[src/rtl/tx_burst_scheduler_if.sv]
// Stream interface for tx_burst_scheduler: the user packet stream (S_*)
// and the data/header/send triple toward the TX interface (TX_*).
// The slave modport is the scheduler's view; the master modport is the
// view of whoever drives the user stream and consumes the TX triple.
interface tx_burst_scheduler_if #(
    parameter int CHAN_W = 8
) ();
    logic [63:0]       S_DATA;
    logic              S_VALID;
    logic              S_SOP;
    logic              S_EOP;
    logic [CHAN_W-1:0] S_CHAN;
    logic              S_READY;
    logic              TX_READY;
    logic [63:0]       TX_DATA;
    logic [1:0]        TX_HEADER;
    logic              TX_SEND;

    modport master (
        output S_DATA, S_VALID, S_SOP, S_EOP, S_CHAN, TX_READY,
        input  S_READY, TX_DATA, TX_HEADER, TX_SEND
    );

    modport slave (
        input  S_DATA, S_VALID, S_SOP, S_EOP, S_CHAN, TX_READY,
        output S_READY, TX_DATA, TX_HEADER, TX_SEND
    );
endinterface

[src/rtl/tx_burst_scheduler.sv]
// tx_burst_scheduler: segments user packets into bursts of at most
// BURST_MAX data words, framing each burst with a control word (header
// 2'b10) carrying SOP / EOP / channel, and drives the registered
// data/header/send triple feeding the TX interface register stage.
//
// Optional build macro TX_IDLE_CW_EN: when defined, every IDLE cycle with
// nothing else to send emits an idle control word so the lane stays
// continuously framed; when undefined those cycles send nothing.
module tx_burst_scheduler #(
    parameter int BURST_MAX = 8,
    parameter int CHAN_W    = 8
) (
    input logic                  USER_CLK,
    input logic                  SYSTEM_RESET,
    tx_burst_scheduler_if.slave  bus
);
    localparam int CNT_W = $clog2(BURST_MAX);
    localparam logic [CNT_W-1:0] CNT_LAST = CNT_W'(BURST_MAX - 1);

    localparam logic [1:0] HDR_DATA = 2'b01;
    localparam logic [1:0] HDR_CTRL = 2'b10;

    typedef enum logic {
        IDLE = 1'b0,
        DATA = 1'b1
    } state_t;

    state_t             state_q, state_d;
    logic [CNT_W-1:0]   word_cnt_q, word_cnt_d;
    logic               pending_eop_q, pending_eop_d;

    logic signed [63:0] tx_data_p0;
    logic [1:0]         tx_header_p0;
    logic               tx_send_p0;
    logic [63:0]        tx_data_p1;
    logic [1:0]         tx_header_p1;
    logic               tx_send_p1;

    // Build a control word; EOP is always full 8 bytes when flagged, and
    // the channel is zero-extended into bits [39:32].
    function automatic logic [63:0] make_cw(
        input logic              burst,
        input logic              sop,
        input logic              eop,
        input logic [CHAN_W-1:0] chan
    );
        logic [63:0] cw;
        cw                 = '0;
        cw[63]             = 1'b1;
        cw[62]             = burst;
        cw[61]             = sop;
        cw[60:57]          = eop ? 4'b1000 : 4'b0000;
        cw[32 +: CHAN_W]   = chan;
        return cw;
    endfunction

    // The user word is only taken while a burst is open and the lane can move.
    assign bus.S_READY = bus.TX_READY && (state_q == DATA) && !SYSTEM_RESET;

    // Next-state and next-output decision for the burst framer.
    always_comb begin
        state_d       = state_q;
        word_cnt_d    = word_cnt_q;
        pending_eop_d = pending_eop_q;
        tx_data_p0    = '0;
        tx_header_p0  = '0;
        tx_send_p0    = 1'b0;

        if (bus.TX_READY) begin
            case (state_q)
                IDLE: begin
                    if (bus.S_VALID) begin
                        // Open a burst; a pending EOP from the previous
                        // packet rides on this control word.
                        tx_data_p0    = make_cw(1'b1, bus.S_SOP, pending_eop_q, bus.S_CHAN);
                        tx_header_p0  = HDR_CTRL;
                        tx_send_p0    = 1'b1;
                        pending_eop_d = 1'b0;
                        word_cnt_d    = '0;
                        state_d       = DATA;
                    end else if (pending_eop_q) begin
                        tx_data_p0    = make_cw(1'b0, 1'b0, 1'b1, '0);
                        tx_header_p0  = HDR_CTRL;
                        tx_send_p0    = 1'b1;
                        pending_eop_d = 1'b0;
                    end else begin
`ifdef TX_IDLE_CW_EN
                        tx_data_p0    = make_cw(1'b0, 1'b0, 1'b0, '0);
                        tx_header_p0  = HDR_CTRL;
                        tx_send_p0    = 1'b1;
`else
                        tx_send_p0    = 1'b0;
`endif
                    end
                end
                DATA: begin
                    if (bus.S_VALID) begin
                        tx_data_p0   = bus.S_DATA;
                        tx_header_p0 = HDR_DATA;
                        tx_send_p0   = 1'b1;
                        word_cnt_d   = word_cnt_q + 1'b1;
                        // End of packet takes precedence over burst-full so
                        // the EOP is never lost.
                        if (bus.S_EOP) begin
                            pending_eop_d = 1'b1;
                            state_d       = IDLE;
                        end else if (word_cnt_q == CNT_LAST) begin
                            state_d       = IDLE;
                        end
                    end
                end
                default: state_d = IDLE;
            endcase
        end
    end

    // Control state: FSM, burst word counter and deferred EOP flag.
    always_ff @(posedge USER_CLK) begin
        if (SYSTEM_RESET) begin
            state_q       <= IDLE;
            word_cnt_q    <= '0;
            pending_eop_q <= 1'b0;
        end else begin
            state_q       <= state_d;
            word_cnt_q    <= word_cnt_d;
            pending_eop_q <= pending_eop_d;
        end
    end

    // Stage p0 -> p1: registered output triple toward the TX interface.
    always_ff @(posedge USER_CLK) begin
        if (SYSTEM_RESET) begin
            tx_data_p1   <= '0;
            tx_header_p1 <= '0;
            tx_send_p1   <= 1'b0;
        end else begin
            tx_data_p1   <= tx_data_p0;
            tx_header_p1 <= tx_header_p0;
            tx_send_p1   <= tx_send_p0;
        end
    end

    assign bus.TX_DATA   = tx_data_p1;
    assign bus.TX_HEADER = tx_header_p1;
    assign bus.TX_SEND   = tx_send_p1;
endmodule

[src/flat_wrapper.sv]
// flat-port wrapper written by rule: the top's interface ports become plain ports
module tx_burst_scheduler_flat 
#(
    parameter int BURST_MAX = 8,
    parameter int CHAN_W    = 8
)
  (USER_CLK, SYSTEM_RESET, bus_S_DATA, bus_S_VALID, bus_S_SOP, bus_S_EOP, bus_S_CHAN, bus_TX_READY, bus_S_READY, bus_TX_DATA, bus_TX_HEADER, bus_TX_SEND);
  tx_burst_scheduler_if #(.CHAN_W(CHAN_W)) bus_i ();
  input logic USER_CLK;
  input logic SYSTEM_RESET;
  input wire logic [$bits(bus_i.S_DATA)-1:0] bus_S_DATA;
  input wire logic [$bits(bus_i.S_VALID)-1:0] bus_S_VALID;
  input wire logic [$bits(bus_i.S_SOP)-1:0] bus_S_SOP;
  input wire logic [$bits(bus_i.S_EOP)-1:0] bus_S_EOP;
  input wire logic [$bits(bus_i.S_CHAN)-1:0] bus_S_CHAN;
  input wire logic [$bits(bus_i.TX_READY)-1:0] bus_TX_READY;
  output wire logic [$bits(bus_i.S_READY)-1:0] bus_S_READY;
  output wire logic [$bits(bus_i.TX_DATA)-1:0] bus_TX_DATA;
  output wire logic [$bits(bus_i.TX_HEADER)-1:0] bus_TX_HEADER;
  output wire logic [$bits(bus_i.TX_SEND)-1:0] bus_TX_SEND;
  assign bus_i.S_DATA = bus_S_DATA;
  assign bus_i.S_VALID = bus_S_VALID;
  assign bus_i.S_SOP = bus_S_SOP;
  assign bus_i.S_EOP = bus_S_EOP;
  assign bus_i.S_CHAN = bus_S_CHAN;
  assign bus_i.TX_READY = bus_TX_READY;
  assign bus_S_READY = bus_i.S_READY;
  assign bus_TX_DATA = bus_i.TX_DATA;
  assign bus_TX_HEADER = bus_i.TX_HEADER;
  assign bus_TX_SEND = bus_i.TX_SEND;
  tx_burst_scheduler #(.BURST_MAX(BURST_MAX), .CHAN_W(CHAN_W)) u_core (.USER_CLK(USER_CLK), .SYSTEM_RESET(SYSTEM_RESET), .bus(bus_i));
endmodule
[config.mk]
export PLATFORM = sky130hd
export DESIGN_NAME = tx_burst_scheduler_flat
export DESIGN_NICKNAME = d
export VERILOG_FILES = /design/src/rtl/tx_burst_scheduler_if.sv /design/src/rtl/tx_burst_scheduler.sv /design/src/flat_wrapper.sv
export SDC_FILE = /design/constraint.sdc
export NUM_CORES = 1
export LEC_CHECK = 0
export CORE_MARGIN = 2
export CORE_UTILIZATION = 35
export CTS_CLUSTER_SIZE = 28
export DETAILED_ROUTE_END_ITERATION = 8
export GPL_ROUTABILITY_DRIVEN = 0
export PLACE_DENSITY = 0.81
export SLEW_MARGIN = 20
export SYNTH_ARGS = -nofsm -noshare
export SYNTH_HDL_FRONTEND = slang
export SYNTH_SLANG_ARGS = --single-unit
[constraint.sdc]
create_clock -name USER_CLK -period 1.2 [get_ports USER_CLK]
set_input_delay 0.18 -clock USER_CLK [delete_from_list [all_inputs] [get_ports USER_CLK]]
set_output_delay 0.18 -clock USER_CLK [all_outputs]
set_load 0.1 [all_outputs]
==> summary.txt <==
Status
  • Status: complete, but fails checks
  • Failing checks: negative setup slack

Timing
  • Setup violators final: 1
  • RSZ-0062 raised after global routing: yes
  • Min Clock Period, post-route: 1220 ps
  • Final setup TNS: -23.9 ps
  • FMAX: 0.817 GHz
  • Final hold vios: 0
  • Final worst slack: -23.9 ps
  • Final worst path period share: 1.02
  • Max-slew violations: 0
  • Clk_skew: 2.08 ps
  • Worst-margin pin slew: 244 ps
  • Rel. slew slack: 0.837

Global route
  • Largest net degree at the start of global routing: 38
  • Vias in the first global route: 1,897
  • First-pass GRT wire length: 9.63 mm
  • Global Route Usage Sum: 0.180
  • Antenna violations before repair: 0
  • Final global-route overflow total: 0

Pwr
  • Max VDD drop: 748 uV
  • Power per Cell Area: 1060 mW/mm2
  • Leakage: 1.88 nW

Placed design
  • Port-buffer cells: 145
  • DP HPWL: 4.79 mm
  • Inst Count DP: 403

Floorplanning
  • Die X: 83.3 um
  • Std cell rows: 28
  • Die ar.: 0.00695 mm2
  • Starting density of the core: 0.368
  • I/O pin cnt: 146
  • DIE HEIGHT: 83.3 um
  • Core area: 0.00599 mm2

Worst setup path
  • CP startpoint: u_core.state_q
  • Worst reg2reg path depth: 4
  • R2R Path Start: u_core.word_cnt_q[0]
  • Crit start category: flip-flop
  • Crit Path Max Fanout: 5
  • Req. time, crit path: 1020 ps
  • Setup crit end: bus_S_READY
  • Worst Path Class, Setup: flip-flop to primary output
  • R2r setup slk: 70 ps
  • Reg2reg end: u_core.state_q
  • Worst Path Arrival: 1040 ps
  • CP endpoint kind: primary output

Logic synthesis
  • Post-synthesis mux area share: 0.0409
  • Largest family of logic cells by synthesized area: simple AND/OR/NAND/NOR gates
  • Synthesis warning total: 0
  • Syn nets: 266
  • Yosys reg bits: 72
  • Cell variety after synth: 24
  • Post-Synth Simple-Gate Area: 0.204
  • Average size of a mapped cell: 11.8 um2
  • Mapped Cells: 186
  • XOR/XNOR Fraction of Synth Area: 0
  • Netlist Area Pre-Place: 0.00220 mm2
  • Adder-cell share of the synthesized area: 0.0114
  • Synth Area in Compound Gates: 0.0432
  • Sequential-to-total area share from yosys stat: 0.654

Finish
  • Fill count: 384
  • Final Util: 0.770
  • Layout cell share with drive strength beyond 1: 0.280
  • Layout Cells excl Fill: 418
  • Diodes inserted: 0
  • Area Growth Syn to Fin: 109%
  • Most frequent cells in the layout: clkdlybuf4s50_1 (75), dfxtp_1 (71), buf_12 (69), and2_1 (52), clkbuf_8 (12)
  • Nets: 420
  • Most common cell after layout, fill and taps aside: clkdlybuf4s50_1

Drt
  • Iter 0 DRT Violations: 27
  • WL final: 5.87 mm
  • WL/cell: 14.0 um
  • Antenna Nets Post-Route: 0
  • Drt drc: 0
  • TritonRoute pass-1 iters: 4
  • Vias per inst: 4.36
  • Via Count: 1,823

Run
  • Max-cap viol count: 0

Clock tree
  • CTS tree: built
  • Clock Path Buffers: 2
  • Num CTS Buffers: 9
  • CTS Root Buffer Type: clkbuf_8
  • Clk sinks: 72
  • Clock-pin slew on the worst setup and hold paths: 70 ps
  • Worst-skew pair later-pin latency: 320 ps
  • # hold bufs at CTS: 0
  • Htree depth: 3

Min path
  • HP Class: input port to flip-flop
[critical path: stages (launching register included)]
cell and delay, ps:
dfxtp_4 380, nand2_4 60, nor2_4 100, buf_12 180
[stage by stage]
| stage | hold WS (ps) | instance area, um2 | power [mW] | setup slack, ps |
|---|---|---|---|---|
| after floorplan | 302 | 2230 | 2.85 | 10.5 |
| after global placement | 499 | 4420 | 3.27 | -186 |
| after detailed placement | 505 | 4420 | 3.28 | -246 |
| after CTS | 324 | 4610 | 4.96 | -36.7 |
| after global routing | 350 | 4610 | 5.10 | -67.8 |
| final | 340 | 4610 | 4.91 | -23.9 |
[where the power goes]
part	internal, mW	total [mW]	switching, mW
Clock	0.901	1.68	0.774
Sequential	2.43	2.46	0.0320
Combinational	0.403	0.771	0.368
Total	3.73	4.91	1.17
[per-layer routing]
metal  global-route usage  up-vias  wire (um)
li1                     -      899          -
met1                0.186      820       2070
met2                0.328       95       3170
met3               0.0626        9        522
met4               0.0730        0         95
met5                    0        -          0
[how the worst min path moves through the flow]
stage,startpoint,endpoint,slack [ps],cells past startpoint
floorplan,bus_S_DATA[0],u_core.bus.TX_DATA[0],300,1
global placement,u_core.pending_eop_q,u_core.bus.TX_DATA[60],500,2
detailed placement,u_core.pending_eop_q,u_core.bus.TX_DATA[60],500,2
CTS,SYSTEM_RESET,u_core.word_cnt_q[1],320,3
global route,SYSTEM_RESET,u_core.word_cnt_q[1],350,3
finish,SYSTEM_RESET,u_core.word_cnt_q[1],340,3
[sequential cells by signal, summed over array words and instances, names as in the netlist]
register              count
u_core.bus.TX_SEND        1
u_core.bus.TX_DATA       64
u_core.pending_eop_q      1
u_core.state_q            1
u_core.bus.TX_HEADER      2
u_core.word_cnt_q         3
[area by class of cell]
type / instances / area (um2) / share of cell area
timing repair buffer: 154 / 2220 / 0.481
sequential: 72 / 1450 / 0.313
multi-input combinational: 101 / 676 / 0.147
clock buffer: 14 / 173 / 0.0374
tap: 75 / 93.8 / 0.0203
inverter: 2 / 7.51 / 0.00163
[timing repair]
action / in CTS / in global routing
gates resized for setup: 5 / 0
pin swaps: 1 / 1
setup endpoints to repair: 1 / 2
buffers inserted: 1 / 0
[logic make-up after synthesis]
| group | count (synthesis) |
|---|---|
| simple gates | 76 |
| flops | 72 |
| compound gates | 14 |
| buf+inv | 13 |
| mux | 9 |
| fa+ha+maj | 2 |
[cell usage after synthesis, drive strengths merged]
| cell type | instances | area share |
|---|---|---|
| a21bo | 3 | 0.014 |
| nand4b | 1 | 0.0040 |
| buf | 10 | 0.041 |
| a31oi | 1 | 0.0028 |
| clkbuf | 1 | 0.0017 |
| inv | 2 | 0.0034 |
| o2111a | 1 | 0.0051 |
| nand2b | 2 | 0.0057 |
| o21bai | 1 | 0.0034 |
| nand2 | 2 | 0.0034 |
| nand3 | 1 | 0.0023 |
| nand4 | 2 | 0.0057 |
| nor2 | 11 | 0.019 |
| mux2i | 9 | 0.041 |
| dfxtp | 72 | 0.65 |
| and2 | 52 | 0.15 |
| ha | 2 | 0.011 |
| nor2b | 1 | 0.0028 |
| a21oi | 8 | 0.018 |
| nand3b | 1 | 0.0051 |
| nor3 | 2 | 0.0045 |
| and4b | 1 | 0.0045 |
Power figures use the tool's default switching activity.
==> patch 1: new RTL, same flow settings <==
Add a define of `TX_IDLE_CW_EN`.
--- a/src/rtl/tx_burst_scheduler.sv
+++ b/src/rtl/tx_burst_scheduler.sv
@@ -6,6 +6,8 @@
 // Optional build macro TX_IDLE_CW_EN: when defined, every IDLE cycle with
 // nothing else to send emits an idle control word so the lane stays
 // continuously framed; when undefined those cycles send nothing.
+`define TX_IDLE_CW_EN
+
 module tx_burst_scheduler #(
     parameter int BURST_MAX = 8,
     parameter int CHAN_W    = 8
Check against the original RTL: not equivalent (Yosys sat finds a counterexample within 4 cycles, from zero or initial values and one cycle with SYSTEM_RESET high).
==> patch 1 against the unedited design <==
The run still ends with negative setup slack left. Highest routed layer unchanged. Wire length is 9.3% higher. Area after synthesis shrank 0.34%. Worst setup slack got worse by 0.043 ns. Sequential cell count did not move. Final area rose by 2.9%. Largest power group unchanged. Critical endpoint unchanged. Total power increased by 8.9%. Non-clock buffer count rose by 4. Count of clock-buffer cells in the layout down 3. Global-route usage barely moved.
==> patch 1: results (changes against the unedited design) <==
Reg2Reg Setup Slack -0.03 ns (was 0.07 ns); final WL 6410 um (was 5870 um); nets 423 (was 420); R2R Path End u_core.bus.TX_DATA[13] (was u_core.state_q); Placed Cells 402 (was 403); drt initial violations 57 (was 27); mux contribution to synthesized area 0.0410 (was 0.0409); area of placed instances 4400 um2 (was 4420 um2); status finished, violations left (unchanged); reg-to-reg startpoint u_core.state_q (was u_core.word_cnt_q[0]); max FFs per register 64 (unchanged); Setup TNS -0.741 ns (was -0.0239 ns); count of different cell masters after synthesis 23 (was 24); WL per Instance 15.2 um (was 14.0 um); Slowest-stage cell, CP dfxtp_4 (unchanged); Via Count 1855 (was 1823); Comb. pwr 806 uW (was 771 uW); hold_sp bus_S_DATA[62] (was SYSTEM_RESET); Design Power 5.34 mW (was 4.91 mW); final hold slack 0.406 ns (was 0.340 ns); area fraction in compound gates after synthesis 0.0399 (was 0.0432); dpl ws -0.226 ns (was -0.246 ns); Hold Crit Endpoint u_core.bus.TX_DATA[62] (was u_core.word_cnt_q[1]); Synth Area in Adders 0.0114 (about the same); failing checks negative setup slack (unchanged); Final WS setup -0.0672 ns (was -0.0239 ns); CP delay by family, top flip-flops (unchanged); Worst Skew 0.00625 ns (was 0.00208 ns); worst ir drop on vdd 0.772 mV (was 0.748 mV); max incr delay on CP 0.36 ns (was 0.38 ns); first-pass GRT wire length 9560 um (was 9630 um); pin count of the biggest net entering global routing 34 (was 38); filler cell count 355 (was 384); Synth area leaders dfxtp_1 (66%), and2_1 (15%), mux2i_1 (4.1%) (was dfxtp_1 (65%), and2_1 (15%), mux2i_1 (4.1%)); switching share of power 0.238 (was 0.239); Worst Path Arrival 1.09 ns (was 1.04 ns); final setup vio count 45 (was 1); Mapped Cells 185 (was 186); total nets after synthesis 265 (was 266); Leak 1.93 nW (was 1.88 nW); Max Fanout on Critical Path 2 (was 5); layout cell share with drive strength beyond 1 0.305 (was 0.280); dpl hpwl 4870 um (was 4790 um)
patch 1: changes by cell type in the layout (fill, tap and decap cells not counted), moves of 2 or more:
cell / change
clkbuf_16: +2
clkbuf_8: -2
clkinvlp_4: +2
bufinv_16: +2
patch 1: layer usage:
layer | vias up | track usage | share of wire
met1 | 841 | 0.178 | 0.37
li1 | 903 | - | -
met2 | 93 | 0.332 | 0.54
met4 | 0 | 0.110 | 0.035
met5 | - | 0 | 0
met3 | 18 | 0.0447 | 0.059
patch 1: logic make-up after synthesis:
| group | after synthesis |
|---|---|
| buf+inv | 13 |
| flops | 72 |
| fa+ha+maj | 2 |
| simple gates | 76 |
| compound gates | 13 |
| mux | 9 |
patch 1: worst max path at each step:
stage | cells past startpoint | startpoint | to
after global placement | 4 | bus_TX_READY | u_core.bus.TX_DATA[25]
final | 4 | u_core.state_q | bus_S_READY
after detailed placement | 4 | bus_TX_READY | u_core.bus.TX_DATA[46]
after floorplan | 3 | u_core.state_q | bus_S_READY
after CTS | 4 | u_core.state_q | bus_S_READY
after global routing | 4 | u_core.state_q | bus_S_READY
patch 1: worst reg2reg max path, delay by kind of cell (launching register included):
kind	cells	cell delay, ns
flops	1	0.36
buf+inv	2	0.32
simple gates	2	0.51
patch 1: cell type report:
| cell class | instances | area, um2 | share of cell area |
|---|---|---|---|
| Clock inverter | 5 | 80.1 | 0.0169 |
| Inverter | 2 | 7.51 | 0.00158 |
| Tap cell | 75 | 93.8 | 0.0198 |
| Timing Repair Buffer | 158 | 2300 | 0.485 |
| Multi-Input combinational cell | 100 | 677 | 0.143 |
| Clock buffer | 11 | 141 | 0.0298 |
| Sequential cell | 72 | 1450 | 0.305 |
patch 1: timing repair:
action,in CTS,in global routing
pin swaps,1,1
setup buffers,2,0
endpoints found under the setup margin,1,55
gates cloned,0,3
gates resized for setup,4,10
==> patch 2: new RTL, same settings <==
Without the edit above. `tx_data_p1` no longer has a reset.
--- a/src/rtl/tx_burst_scheduler.sv
+++ b/src/rtl/tx_burst_scheduler.sv
@@ -130,14 +130,16 @@
     // Stage p0 -> p1: registered output triple toward the TX interface.
     always_ff @(posedge USER_CLK) begin
         if (SYSTEM_RESET) begin
-            tx_data_p1   <= '0;
             tx_header_p1 <= '0;
             tx_send_p1   <= 1'b0;
         end else begin
-            tx_data_p1   <= tx_data_p0;
             tx_header_p1 <= tx_header_p0;
             tx_send_p1   <= tx_send_p0;
         end
+    end
+
+    always_ff @(posedge USER_CLK) begin
+        tx_data_p1 <= tx_data_p0;
     end
 
     assign bus.TX_DATA   = tx_data_p1;
Function: changed (a bounded check fails within 4 cycles, from zero or initial values and one cycle with SYSTEM_RESET high).
==> patch 2 against the unedited design <==
The flow still finishes with violations (negative setup slack). Via count increased by 3.9%. Die area fell by 0.23%. Worst setup slack better by 0.013 ns. Final area is 1.2% higher. Area after synthesis fell by 0.23%. Utilization increased by 0.96 points. Non-clock buffer count up 1. Wire length rose by 8.6%. Sequential cell count is the same. Combinational power grew 32%. Total power increased by 11%. Highest routed layer unchanged.
==> patch 2: results (changes against the unedited design) <==
Synth area leaders dfxtp_1 (66%), and2_1 (15%), mux2i_1 (4.1%) (was dfxtp_1 (65%), and2_1 (15%), mux2i_1 (4.1%)); Placed Cells 404 (was 403); Worst Max-Slew Pin Slew 0.196 ns (was 0.244 ns); final setup vio count 1 (unchanged); Power Internal 4.00 mW (was 3.73 mW); met3 WL 460 um (was 522 um); GRT met1 Usage 0.176 (was 0.186); nets 422 (was 420); total nets after synthesis 267 (was 266); Seq/Total Area, Yosys 0.656 (was 0.654); hold_sp bus_TX_READY (was SYSTEM_RESET); reg-to-reg startpoint u_core.state_q (was u_core.word_cnt_q[0]); filler cell count 370 (was 384); area fraction in compound gates after synthesis 0.0455 (was 0.0432); GR Util met2 0.339 (was 0.328); commonest cells in the netlist dfxtp_1 (72), and2_1 (52), nor2_1 (11) (unchanged); max incr delay on CP 0.36 ns (was 0.38 ns); R2R Path End u_core.bus.TX_DATA[6] (was u_core.state_q); antenna cells 0 (unchanged); Max Fanout on Critical Path 2 (was 5); Synth Area in Adders 0.0114 (about the same); worst ir drop on vdd 0.743 mV (was 0.748 mV); first-pass GRT wire length 9490 um (was 9630 um); vias per cell 4.49 (was 4.36); area of placed instances 4420 um2 (about the same); status finished, violations left (unchanged); mux contribution to synthesized area 0.0410 (was 0.0409); Worst-path clk slew 0.07 ns (about the same); count of different cell masters after synthesis 25 (was 24); Reg2Reg Setup Slack 0.01 ns (was 0.07 ns); final hold slack 0.327 ns (was 0.340 ns); Top Layer Used met4 (unchanged); # H-tree levels 3 (unchanged); cell count of the worst reg-to-reg path 4 (unchanged); pin count of the biggest net entering global routing 53 (was 38); final WL 6370 um (was 5870 um); worst skew pair latency 0.34 ns (was 0.32 ns); number of global-route vias before repair 1917 (was 1897); dpl hpwl 4990 um (was 4790 um); gr usage total 0.179 (was 0.180); dpl ws -0.191 ns (was -0.246 ns); Final WS setup -0.0110 ns (was -0.0239 ns); met3 Track Usage GR 0.0537 (was 0.0626); Setup TNS -0.0110 ns (was -0.0239 ns); Met2 Wirelength 3450 um (was 3170 um); Power Dens Cells 1170 nW/um2 (was 1060 nW/um2); WL per Instance 15.1 um (was 14.0 um); Mean Syn Cell Area 11.8 um2 (about the same); failing checks negative setup slack (unchanged); drt initial violations 36 (was 27); DRT met1 WL 2310 um (was 2070 um); layout cell share with drive strength beyond 1 0.297 (was 0.280)
## patch 2: area by class of cell
| cell class | count | area share |
|---|---|---|
| inverter | 2 | 0.00161 |
| multi-input combinational | 102 | 0.146 |
| clock buffer | 11 | 0.0324 |
| clock inverter | 5 | 0.0118 |
| tap | 75 | 0.0201 |
| sequential | 72 | 0.309 |
| timing repair buffer | 155 | 0.479 |
## patch 2: cell families after synthesis
family,after synthesis
muxes,9
adders and majority gates,2
DFF,72
buffers and inverters,13
AOI/OAI and AO/OA,14
and+or+nand+nor,77
## patch 2: power groups by stage
| stage | sequential (mW) | combinational, mW | clock (mW) |
|---|---|---|---|
| after floorplan | 2.90 | 0.129 | 0 |
| after detailed placement | 2.55 | 1.01 | 0 |
| after global routing | 2.49 | 1.05 | 2.07 |
| after global placement | 2.55 | 0.989 | 0 |
| final | 2.49 | 1.02 | 1.94 |
| after CTS | 2.49 | 1.02 | 1.99 |
